`src/rtl/i2c_pkg.sv`:
```
// Shared encodings for the I2C write master: FSM states, quarter-bit phases
// and the R/W bit value.
package i2c_pkg;

    typedef enum logic [2:0] {
        ST_IDLE,
        ST_START,
        ST_ADDR,
        ST_ACK1,
        ST_DATA,
        ST_ACK2,
        ST_STOP
    } state_e;

    localparam logic [1:0] Q0 = 2'd0;
    localparam logic [1:0] Q1 = 2'd1;
    localparam logic [1:0] Q2 = 2'd2;
    localparam logic [1:0] Q3 = 2'd3;

    localparam logic I2C_WRITE = 1'b0;

endpackage

```
`src/rtl/i2c_write_master_tick_edge.sv`:
```
// Registers a slow timebase signal and emits a one-cycle pulse on each of its
// rising edges.
module tick_edge (
    input  logic clk_i,
    input  logic rst_ni,
    input  logic sig_i,
    output logic rise_o
);

    logic sig_q;

    always_ff @(posedge clk_i or negedge rst_ni) begin
        if (!rst_ni) begin
            sig_q <= 1'b0;
        end else begin
            sig_q <= sig_i;
        end
    end

    assign rise_o = sig_i & ~sig_q;

endmodule

```
`src/rtl/i2c_write_master.sv`:
```
// Single-byte I2C write master: START, address+W, ACK, data, ACK, STOP,
// sequenced on a quarter-bit tick derived from the divider output.
module i2c_write_master
    import i2c_pkg::*;
#(
    parameter logic [6:0] DEV_ADDR      = 7'h27,
    parameter bit         USE_PORT_ADDR = 1'b0
) (
    input  logic       CLK_IN,
    input  logic       RST,
    input  logic       DIV_CLK,
    input  logic       START,
    input  logic [6:0] ADDR,
    input  logic [7:0] DATA,
    input  logic       SDA_IN,
    output logic       SCL_OE,
    output logic       SDA_OE,
    output logic       BUSY,
    output logic       DONE,
    output logic       ACK_ERR
);

    logic       tick;
    logic [6:0] addr_sel;

    state_e     state_q,   state_d;
    logic [1:0] phase_q,   phase_d;
    logic [2:0] bit_q,     bit_d;
    logic [7:0] shift_q,   shift_d;
    logic [7:0] data_q,    data_d;
    logic       scl_q,     scl_d;
    logic       sda_q,     sda_d;
    logic       busy_q,    busy_d;
    logic       done_q,    done_d;
    logic       ack_err_q, ack_err_d;

    tick_edge u_tick_edge (
        .clk_i  (CLK_IN),
        .rst_ni (RST),
        .sig_i  (DIV_CLK),
        .rise_o (tick)
    );

    assign addr_sel = USE_PORT_ADDR ? ADDR : DEV_ADDR;

    always_ff @(posedge CLK_IN or negedge RST) begin
        if (!RST) begin
            state_q   <= ST_IDLE;
            phase_q   <= Q0;
            bit_q     <= 3'd0;
            shift_q   <= 8'd0;
            data_q    <= 8'd0;
            scl_q     <= 1'b0;
            sda_q     <= 1'b0;
            busy_q    <= 1'b0;
            done_q    <= 1'b0;
            ack_err_q <= 1'b0;
        end else begin
            state_q   <= state_d;
            phase_q   <= phase_d;
            bit_q     <= bit_d;
            shift_q   <= shift_d;
            data_q    <= data_d;
            scl_q     <= scl_d;
            sda_q     <= sda_d;
            busy_q    <= busy_d;
            done_q    <= done_d;
            ack_err_q <= ack_err_d;
        end
    end

    always_comb begin
        state_d   = state_q;
        phase_d   = phase_q;
        bit_d     = bit_q;
        shift_d   = shift_q;
        data_d    = data_q;
        scl_d     = scl_q;
        sda_d     = sda_q;
        busy_d    = busy_q;
        done_d    = 1'b0;
        ack_err_d = ack_err_q;

        if (state_q == ST_IDLE) begin
            scl_d = 1'b0;
            sda_d = 1'b0;
            if (START) begin
                state_d   = ST_START;
                phase_d   = Q0;
                bit_d     = 3'd0;
                shift_d   = {addr_sel, I2C_WRITE};
                data_d    = DATA;
                busy_d    = 1'b1;
                ack_err_d = 1'b0;
            end
        end else if (tick) begin
            // Without a tick every state holds, so a frozen DIV_CLK freezes the bus.
            phase_d = phase_q + 2'd1;
            case (state_q)
                ST_START: begin
                    case (phase_q)
                        Q0: begin
                            scl_d = 1'b0;
                            sda_d = 1'b0;
                        end
                        Q1: sda_d = 1'b1;
                        Q3: begin
                            scl_d   = 1'b1;
                            state_d = ST_ADDR;
                        end
                        default: ;
                    endcase
                end
                ST_ADDR, ST_DATA: begin
                    case (phase_q)
                        Q0: sda_d = ~shift_q[7];
                        Q1: scl_d = 1'b0;
                        Q3: begin
                            scl_d   = 1'b1;
                            shift_d = {shift_q[6:0], 1'b0};
                            bit_d   = bit_q + 3'd1;
                            if (bit_q == 3'd7) begin
                                state_d = (state_q == ST_ADDR) ? ST_ACK1 : ST_ACK2;
                            end
                        end
                        default: ;
                    endcase
                end
                ST_ACK1, ST_ACK2: begin
                    case (phase_q)
                        Q0: sda_d = 1'b0;
                        Q1: scl_d = 1'b0;
                        Q2: begin
                            if (SDA_IN) begin
                                ack_err_d = 1'b1;
                            end
                        end
                        Q3: begin
                            scl_d = 1'b1;
                            // ack_err_q can only be set here by this slot's own NACK
                            if (state_q == ST_ACK1 && !ack_err_q) begin
                                state_d = ST_DATA;
                                shift_d = data_q;
                            end else begin
                                state_d = ST_STOP;
                            end
                        end
                        default: ;
                    endcase
                end
                ST_STOP: begin
                    case (phase_q)
                        Q0: begin
                            sda_d = 1'b1;
                            scl_d = 1'b1;
                        end
                        Q1: scl_d = 1'b0;
                        Q2: sda_d = 1'b0;
                        Q3: begin
                            done_d  = 1'b1;
                            busy_d  = 1'b0;
                            state_d = ST_IDLE;
                        end
                        default: ;
                    endcase
                end
                default: state_d = ST_IDLE;
            endcase
        end
    end

    assign SCL_OE  = scl_q;
    assign SDA_OE  = sda_q;
    assign BUSY    = busy_q;
    assign DONE    = done_q;
    assign ACK_ERR = ack_err_q;

endmodule

```
`config.mk`:
```
export PLATFORM = sky130hd
export DESIGN_NAME = i2c_write_master
export DESIGN_NICKNAME = d
export VERILOG_FILES = /design/src/rtl/i2c_pkg.sv /design/src/rtl/i2c_write_master_tick_edge.sv /design/src/rtl/i2c_write_master.sv
export SDC_FILE = /design/constraint.sdc
export NUM_CORES = 1
export LEC_CHECK = 0
export CORE_AREA = 2 2 57 59
export CTS_CLUSTER_SIZE = 16
export DETAILED_ROUTE_END_ITERATION = 10
export DIE_AREA = 0 0 59 61
export DONT_BUFFER_PORTS = 1
export GPL_TIMING_DRIVEN = 0
export PLACE_DENSITY = 0.85
export SETUP_SLACK_MARGIN = 0.05
export SLEW_MARGIN = 20
export SYNTH_ARGS = -nofsm -noshare
export SYNTH_HDL_FRONTEND = slang
export SYNTH_SLANG_ARGS = --single-unit
```
`constraint.sdc`:
```
create_clock -name CLK_IN -period 2.6 [get_ports CLK_IN]
set_input_delay 0.52 -clock CLK_IN [delete_from_list [all_inputs] [get_ports CLK_IN]]
set_output_delay 0.52 -clock CLK_IN [all_outputs]
set_load 0.05 [all_outputs]
```
==> flow_summary.yaml <==
run_status:
  outcome: "finished, final reports clean"
timing:
  tightest_slew_ns: 0.643
  hold_viol_final: 0
  tns_ns: 0
  finalCritPeriodShare: 0.850
  max_freq_mhz: 452
  rsz0062_at_grt: "no"
  setup_violations: 0
  relSlewSlack: 0.568
  holdWs_ns: 0.211
  finClkSkew_ns: 0.0129
  period_needed_ns: 2.21
  report.final.slew_viol_count: 0
synth:
  synth_seq_cells: 30
  syn_nets: 196
  synthFlopType: "dfrtp_1"
  netlist_area_um2: 1760
  synth-edff-count: 0
  post_synth_num_cell_types: 40
  synthCells: 169
  syn-mean-instance-area_um2: 10.4
  yosysSeqAreaShare: 0.426
  ys_warn_count: 0
  synthArstFlopShare: 1.00
clock_network:
  cts_sinks: 30
  clkSlewWorstSetupHoldPaths_ns: 0.10
  htree_num_levels: 2
  post_cts_buffers: 0
  cts_buffers: 5
  clockBufferDepth: 2
  clock_latency_ns: 0.33
  cts_tree: "built"
  cts_root_buffer: "clkbuf_4"
routing:
  drt_iter0_drc: 153
  post_drt_wl_per_cell_um: 17.2
  drt-total-wl_mm: 3.65
  vias: 1345
  antenna_left: 0
  route.detailed.drc: 0
  drt_first_pass_iters: 4
  vias_per_cell: 6.34
layout:
  layout_common_cells: "dfrtp_1 (30), o21ai_0 (19), nand3_1 (13), mux2_2 (12), nor2_1 (11)"
  multi_input_area_um2: 920
  synthToLayoutAreaGrowth_pct: 7.45
  antenna_cells: 0
  layout_commonest_cell: "dfrtp_1"
  layout.nets: 205
  regArea_um2: 751
  nFillCells: 236
  drive_above_1_share: 0.235
setup_path:
  rrSetupSlack_ns: 0.39
  startpoint_type: "flip-flop"
  worstPathRequired_ns: 2.82
  critical_path_class: "reg2reg"
  crit_path_cell_trace: "buf_2, buf_2, inv_1, ha_1, mux2i_1, o32ai_1, o221ai_1, mux2_2"
  crit_arrival_ns: 2.43
  critPathSlowestCell: "dfrtp_1"
  critPathMaxFanout: 10
  max_stage_delay_ns: 0.37
  cp_num_buf_inv: 3
  cpMostUsedCell: "buf_2"
  crit_family: "buffers and inverters"
  crit_path_end_kind: "flip-flop"
job:
  max_cap_viol_count: 0
floorplan:
  start_util: 0.597
  dieArea_um2: 3600
  top_level_ports: 25
  die_x_um: 59
  die_y_um: 61
  rows: 20
  fp.coreArea_um2: 2950
placed_design:
  place.gp.congestion: 0.851
  post-dp-hpwl_mm: 2.56
  io_buffers: 0
grt:
  grt-ovfl-total: 0
  grt_pass1_wl_mm: 5.93
  antenna_found_initial: 0
  gr-usage-all-layers: 0.232
  grt_pass1_vias: 1339
  grt_max_degree: 31
power:
  p_leak_nw: 0.815
  p_per_area_nw_per_um2: 1260
  peakVddDrop_mv: 0.646
hold_path:
  worstHoldPathType: "in2reg"
## through the flow
step / cells / utilization / setup WS [ns] / cell area [µm²] / total power [mW]
global placement: 202 / 0.611 / 0.536 / 1800 / 2.01
floorplan: 169 / - / 0.684 / 1760 / 1.81
finish: 212 / 0.642 / 0.390 / 1890 / 2.38
global route: 212 / 0.642 / 0.288 / 1890 / 2.56
detailed placement: 202 / 0.611 / 0.462 / 1800 / 2.07
CTS: 212 / 0.642 / 0.437 / 1890 / 2.38
## cell type report
cell class	count	area share
plain buffers	12	0.0350
clock buffers	7	0.0291
clock inverters	1	0.00264
inverters	7	0.0139
multi-input cells	120	0.485
flip-flops and latches	30	0.396
well taps	33	0.0218
repair buffers	2	0.0159
## sequential cells by signal (all words and copies together) (netlist names), named ones only
register           cells
DONE                   1
state_q                2
shift_q                8
bit_q                  3
data_q                 8
ACK_ERR                1
phase_q                2
BUSY                   1
SDA_OE                 1
SCL_OE                 1
u_tick_edge.sig_q      1
## report_power, final
group / internal [mW] / total, mW / switching, mW
registers: 0.658 / 0.836 / 0.178
logic: 0.574 / 1.26 / 0.681
clock network: 0.131 / 0.290 / 0.159
## path summary, 6_finish.rpt
check	from	end	depth (start not counted)
max	state_q[1]$_DFFE_PN0P_	SDA_OE$_DFFE_PN0P_	8
min	DIV_CLK	u_tick_edge.sig_q$_DFF_PN0_	0
max reg2reg	state_q[1]$_DFFE_PN0P_	SDA_OE$_DFFE_PN0P_	8
min reg2reg	data_q[0]$_DFFE_PN0P_	data_q[0]$_DFFE_PN0P_	1
max in group asynchronous	RST	shift_q[1]$_DFFE_PN0P_	2
min in group asynchronous	RST	shift_q[3]$_DFFE_PN0P_	2
## cell usage after synthesis (2+ instances only)
library cell	instances	share of area
dfrtp_1	30	0.43
o21ai_0	19	0.054
nand3_1	13	0.037
mux2_2	12	0.077
nor2_1	11	0.023
mux2_4	8	0.068
a21oi_1	7	0.020
ha_1	7	0.050
inv_1	7	0.015
nand2_1	6	0.013
buf_2	5	0.014
clkbuf_1	4	0.0085
nor2b_1	4	0.014
nor4_1	3	0.011
a21oi_4	2	0.018
and3_1	2	0.0071
buf_6	2	0.013
mux2i_1	2	0.011
o221ai_1	2	0.0099
o31ai_1	2	0.0085
or2_2	2	0.0071
## worst register-to-register path, delay by kind of cell, from the launching register on
kind,cells,cell delay (ns)
flip-flops,1,0.37
adder cells (fa/ha/maj),1,0.23
buffers and inverters,3,0.65
multiplexers,2,0.51
AO/OA/AOI/OAI,2,0.36
## what timing repair did
| action | CTS | global route |
|---|---|---|
| resized for setup | 0 | 0 |
| hold buffers | 2 | 0 |
| endpoints found under the hold margin | 30 | 0 |
## kinds of logic (layout without fill, tap and decap cells)
| family | Yosys count | in the layout | share of synthesized area |
|---|---|---|---|
| AOI/OAI and AO/OA | 41 | 41 | 0.153 |
| xor gates and xnor gates | 2 | 2 | 0.00994 |
| adders and majority gates | 8 | 8 | 0.0554 |
| buffers and inverters | 19 | 29 | 0.0525 |
| DFF | 30 | 30 | 0.426 |
| muxes | 22 | 22 | 0.156 |
| and+or+nand+nor | 47 | 47 | 0.147 |
## routing by layer
layer	track usage	vias up	wire [µm]
met5	0	-	0
met1	0.283	653	1530
met3	0.0661	9	225
met2	0.368	56	1820
met4	0.136	0	73
li1	-	627	-
Power figures use the tool's default switching activity.
